File: config.mk
export PLATFORM = sky130hd
export DESIGN_NAME = neuron_mac
export DESIGN_NICKNAME = d
export VERILOG_FILES = /design/src/rtl/neuron_mac.sv
export SDC_FILE = /design/constraint.sdc
export NUM_CORES = 1
export LEC_CHECK = 0
export BUFFER_PORTS_ARGS = -buffer_cell sky130_fd_sc_hd__buf_2
export CAP_MARGIN = 5
export CORE_MARGIN = 8
export CORE_UTILIZATION = 55
export DETAILED_ROUTE_END_ITERATION = 8
export PLACE_DENSITY = 0.72
export SYNTH_ARGS = -nofsm -noshare
export SYNTH_HDL_FRONTEND = slang
export SYNTH_SLANG_ARGS = --single-unit
File: constraint.sdc
create_clock -name clk -period 8.8 [get_ports clk]
set_input_delay 0.44 -clock clk [delete_from_list [all_inputs] [get_ports clk]]
set_output_delay 0.44 -clock clk [all_outputs]
set_load 0.03 [all_outputs]
File: src/rtl/neuron_mac.sv
// -----------------------------------------------------------------------------
// neuron_mac
//   Single-neuron multiply-accumulate sequencer. Walks the weight ROM
//   (zero-latency combinational read), multiplies each weight against an
//   incoming activation, adds the bias, then rescales, saturates and
//   optionally ReLU-clamps the sum into a Q-format result.
//
// Ports:
//   clk, rst_n        clock, synchronous active-low reset
//   start             begin one evaluation (honoured in IDLE only)
//   busy              high from accepted start until the output handshake
//   x_in/x_valid/     signed activation stream; a pair is consumed on
//   x_ready             x_valid && x_ready
//   wt_addr/wt_in     ROM read address and same-cycle signed weight/bias
//   y_out/y_valid/    signed result, held stable until y_ready
//   y_ready
// -----------------------------------------------------------------------------
module neuron_mac #(
  parameter int N_IN    = 5,
  parameter int WT_BASE = 0,
  parameter int FRAC    = 8,
  parameter int ACC_W   = 40,
  parameter int RELU    = 1
) (
  input  logic        clk,
  input  logic        rst_n,
  input  logic        start,
  output logic        busy,
  input  logic [15:0] x_in,
  input  logic        x_valid,
  output logic        x_ready,
  output logic [3:0]  wt_addr,
  input  logic [15:0] wt_in,
  output logic [15:0] y_out,
  output logic        y_valid,
  input  logic        y_ready
);

  typedef enum logic [2:0] {
    S_IDLE,
    S_ACCUM,
    S_BIAS,
    S_SAT,
    S_OUT
  } state_e;

  localparam logic [3:0] LAST_IDX = 4'(N_IN - 1);
  localparam logic signed [ACC_W-1:0] Y_MAX = ACC_W'(32767);
  localparam logic signed [ACC_W-1:0] Y_MIN = ACC_W'(-32768);

  state_e                   state_q, state_d;
  logic [3:0]               idx_q, idx_d;
  logic signed [ACC_W-1:0]  acc_q, acc_d;
  logic                     busy_q, busy_d;
  logic                     y_valid_q, y_valid_d;
  logic [15:0]              y_out_q, y_out_d;

  logic signed [31:0]       prod;
  logic signed [ACC_W-1:0]  prod_ext;
  logic signed [ACC_W-1:0]  bias_ext;
  logic signed [ACC_W-1:0]  acc_scaled;
  logic [15:0]              y_sat;

  // Full-precision product; the accumulator is wide enough that it never wraps.
  assign prod     = $signed(x_in) * $signed(wt_in);
  assign prod_ext = {{(ACC_W-32){prod[31]}}, prod};
  // Bias is stored in the same Q-format as the output, so it is lifted to the
  // product's 2*FRAC fractional scale before being added.
  assign bias_ext = $signed({{(ACC_W-16){wt_in[15]}}, wt_in}) <<< FRAC;
  // Arithmetic shift rounds toward -inf, returning to FRAC fractional bits.
  assign acc_scaled = acc_q >>> FRAC;

  always_comb begin
    if (acc_scaled > Y_MAX)      y_sat = 16'h7FFF;
    else if (acc_scaled < Y_MIN) y_sat = 16'h8000;
    else                         y_sat = acc_scaled[15:0];
    if ((RELU != 0) && y_sat[15]) y_sat = 16'h0000;
  end

  // ROM address and activation ready are decoded straight from state/idx so
  // the ROM data lines up with the activation in the same cycle.
  always_comb begin
    wt_addr = 4'(WT_BASE);
    x_ready = 1'b0;
    unique case (state_q)
      S_ACCUM: begin
        wt_addr = 4'(WT_BASE) + idx_q;
        x_ready = 1'b1;
      end
      S_BIAS:  wt_addr = 4'(WT_BASE + N_IN);
      default: ;
    endcase
  end

  always_comb begin
    // NOTE: every _d defaults to its _q first, so no path through the case
    // leaves a variable unassigned and no latch can be inferred.
    state_d   = state_q;
    idx_d     = idx_q;
    acc_d     = acc_q;
    busy_d    = busy_q;
    y_out_d   = y_out_q;
    y_valid_d = y_valid_q;
    unique case (state_q)
      S_IDLE: begin
        if (start) begin
          acc_d   = '0;
          idx_d   = '0;
          busy_d  = 1'b1;
          state_d = S_ACCUM;
        end
      end
      S_ACCUM: begin
        if (x_valid && x_ready) begin
          acc_d = acc_q + prod_ext;
          idx_d = idx_q + 4'd1;
          if (idx_q == LAST_IDX) state_d = S_BIAS;
        end
      end
      S_BIAS: begin
        acc_d   = acc_q + bias_ext;
        state_d = S_SAT;
      end
      S_SAT: begin
        y_out_d   = y_sat;
        y_valid_d = 1'b1;
        state_d   = S_OUT;
      end
      S_OUT: begin
        // A start arriving with the handshake is dropped: the FSM is not in IDLE.
        if (y_ready) begin
          y_valid_d = 1'b0;
          busy_d    = 1'b0;
          state_d   = S_IDLE;
        end
      end
      default: state_d = S_IDLE;
    endcase
  end

  // NOTE: sequential state uses non-blocking assignments so every flop
  // samples the pre-edge values regardless of statement order.
  always_ff @(posedge clk) begin
    if (!rst_n) begin
      state_q   <= S_IDLE;
      idx_q     <= '0;
      acc_q     <= '0;
      busy_q    <= 1'b0;
      y_out_q   <= '0;
      y_valid_q <= 1'b0;
    end else begin
      state_q   <= state_d;
      idx_q     <= idx_d;
      acc_q     <= acc_d;
      busy_q    <= busy_d;
      y_out_q   <= y_out_d;
      y_valid_q <= y_valid_d;
    end
  end

  assign busy    = busy_q;
  assign y_out   = y_out_q;
  assign y_valid = y_valid_q;

  // Weights plus bias must fit the 4-bit ROM address space, and the
  // accumulator must be wide enough to hold N_IN products plus the bias.
  cfg_check_a : assert property (@(posedge clk)
      ((WT_BASE + N_IN) <= 15) && (ACC_W >= 32 + $clog2(N_IN + 1)))
    else $error("neuron_mac: illegal WT_BASE/N_IN/ACC_W configuration");

endmodule

==> run_results.csv <==
group,metric,value,unit
drt,first_pass_iters,5,
yosys,ys_warn_count,0,
finish,multi_input_area,13500,um^2
timing,rsz0062_at_grt,"no",
place,numPortBuffers,58,
yosys,syn-cell-area,16600,um^2
finish,regArea,1280,um^2
floorplan,initial_core_util,56.0,%
place,globalplace.congestion,0.945,
yosys,synth.area.top_cells,"fa_1, ha_1, inv_1",
setup_path,crit_path_max_incr_delay,510,ps
global_route,antenna_found_initial,0,
yosys,synth-xor-area-share,2.84,%
finish,layoutNonFillerInstCount,2316,
finish,antennaDiodeCount,0,
floorplan,dieArea,36100,um^2
floorplan,ios,60,
clocking,clock-sinks,64,
place,placed_cells,2301,
clocking,post_cts_buffers,0,
global_route,gr-total-overflow,0,
yosys,synth.mux.area_fraction,0.301,%
run,maxCapViolations,0,
yosys,yosysMostFrequentCell,"inv_1",
yosys,async_reset_ff_share,0,%
yosys,synth_fa_ha_area_share,50.9,%
drt,routedWlPerCell,17.4,um
timing,slew_violations,0,
run_status,status,"completed",
setup_path,slowest_stage,"fa_1",
yosys,synth_fp_nets,2431,
yosys,yosysTopAreaCellShare,39.8,%
setup_path,crit_top_cell,"fa_1",
setup_path,cp_max_fo,19,
clocking,htreeDepth,3,
drt,avgViaCountPerCell,5.61,
setup_path,r2r_setup_slack,2980,ps
place,dp_hpwl,32800,um
timing,worst_pin_slew,1210,ps
timing,fin_tns_setup,0,ps
timing,min_period,6950,ps
global_route,grt_pass1_vias,13600,
timing,final-hold-violation-count,0,
timing,final.period_utilization,79.0,%
setup_path,required,8980,ps
timing,setup_violations,0,
global_route,grt.total_usage,23.1,%
setup_path,critPathArrivalTime,7140,ps
clocking,cts_tree,"yes",
yosys,synth-simple-area-share,14.1,%
floorplan,chipHeight,190,um
min_path,hold_path.class,"flop to flop",
setup_path,cp_cell_sequence,"buf_2 > inv_1 > nor2_1 > fa_1 > fa_1 > fa_1 > fa_1 > fa_1 > inv_1 > fa_1 > inv_1 > ha_1 > o21ai_0 > a21oi_1 > o21ai_0 > a211oi_1 > o211ai_1 > a211oi_1 > o31a_1 > mux2i_1 > a41oi_1",
timing,finalClockSkew,8.56,ps
yosys,netlist_top_cells_count,"inv_1, fa_1, nand2_1",
floorplan,rows,63,
drt,drc,0,
yosys,synth-edff-count,0,
finish,syn_to_final_growth,5.46,%
yosys,synth_largest_area_cell,"fa_1",
yosys,synth_compound_area_share,12.9,%
global_route,grt_max_degree,65,
drt,drt_iter0_markers,783,
yosys,synth-seq-area-share,7.70,%
setup_path,startpoint_type,"primary input",
yosys,ys.flop_type,"dfxtp_1",
clocking,clk_latency,340,ps
clocking,cts_buffers,9,
drt,postRouteAntennaNets,0,
floorplan,fp.coreArea,29700,um^2
finish,drive_gt1_share,4.36,%
setup_path,worstSetupPathType,"primary input to flop",
drt,detail_route.wirelength,40200,um
clocking,clockBufferDepth,2,
finish,nFillCells,2656,
timing,fmax,0.144,GHz
clocking,path_clk_slew,50,ps
drt,vias,13000,
clocking,cts_resized,0,
yosys,syn_inst,1915,
clocking,clk_root_buffer_cell,"clkbuf_16",
clocking,holdBufCountCts,0,
finish,final_util,59.1,%
yosys,synth-seq-cells,64,
yosys,ys_types,66,
yosys,synth_top_family_by_area,"adder cells",
global_route,grt_pass1_wl,68200,um
finish,final_net_count,2438,
setup_path,endpoint_kind,"flop",
yosys,synth_area_per_cell,8.69,um^2
timing,whs,493,ps
timing,relSlewSlack,18.9,%
floorplan,die_w,190,um
## state kept, by name (all words and copies together) (netlist names)
name / cells
state_q: 3
busy: 1
acc_q: 40
idx_q: 4
y_valid: 1
y_out: 15
## area by class of cell
class                           count  share of cell area (%)
Timing Repair Buffer               61                    1.78
Clock inverter                      5                   0.599
Tap cell                          390                    2.78
Sequential cell                    64                    7.30
Clock buffer                       10                    1.36
Multi-Input combinational cell   1356                    77.0
Inverter                          430                    9.19
## routing by layer
metal / wire length (um) / vias to the layer above / track usage (%)
met1: 17200 / 6551 / 30.8
met2: 20100 / 348 / 40.0
met5: 0 / - / 0
met3: 2020 / 76 / 2.33
met4: 920 / 0 / 5.50
li1: - / 6026 / -
## worst paths after layout
check,from,to,cells past startpoint
worst min register to register,y_valid,y_valid,2
worst max-delay path,wt_in[15],acc_q[39],21
worst min-delay path,y_valid,y_valid,2
worst max register to register,acc_q[15],acc_q[39],19
## stage by stage
stage               setup slack (ps)  instance area (um^2)
CTS                             1910                 17600
global route                    1320                 17600
detailed placement              1600                 17200
floorplan                       2320                 16600
finish                          1850                 17600
global placement                1690                 17200
## logic make-up (layout without fill, tap and decap cells)
group / count (synthesis) / in the layout
other: 1 / 1
and+or+nand+nor: 484 / 484
xor gates and xnor gates: 54 / 54
DFF: 64 / 64
muxes: 5 / 5
adders and majority gates: 479 / 479
AOI/OAI and AO/OA: 333 / 333
buffers and inverters: 495 / 506
## critical path: cells and delay by family
| kind | cells | cell delay (ps) |
|---|---|---|
| AOI/OAI and AO/OA | 8 | 2070 |
| buffers and inverters | 4 | 980 |
| muxes | 1 | 180 |
| and+or+nand+nor | 1 | 220 |
| adders and majority gates | 7 | 3200 |
## placed cells by master (no fill, tap or decap), types with 11 or more instances in the layout
| cell type | instances |
|---|---|
| xnor2_1 | 36 |
| buf_2 | 58 |
| inv_1 | 429 |
| fa_1 | 331 |
| nor2b_1 | 15 |
| ha_1 | 148 |
| a21oi_1 | 100 |
| xor2_1 | 18 |
| o21a_1 | 11 |
| o21ai_0 | 78 |
| nand2_1 | 194 |
| a22oi_1 | 13 |
| a21o_1 | 23 |
| dfxtp_1 | 64 |
| a211oi_1 | 12 |
| nor3_1 | 15 |
| nand3_1 | 21 |
| and2_1 | 119 |
| nor2_1 | 72 |
| a221oi_1 | 11 |
Power is left out: the tool's default activity adds up to more than one toggle a clock period on the data nets, which glitch-free logic cannot reach.
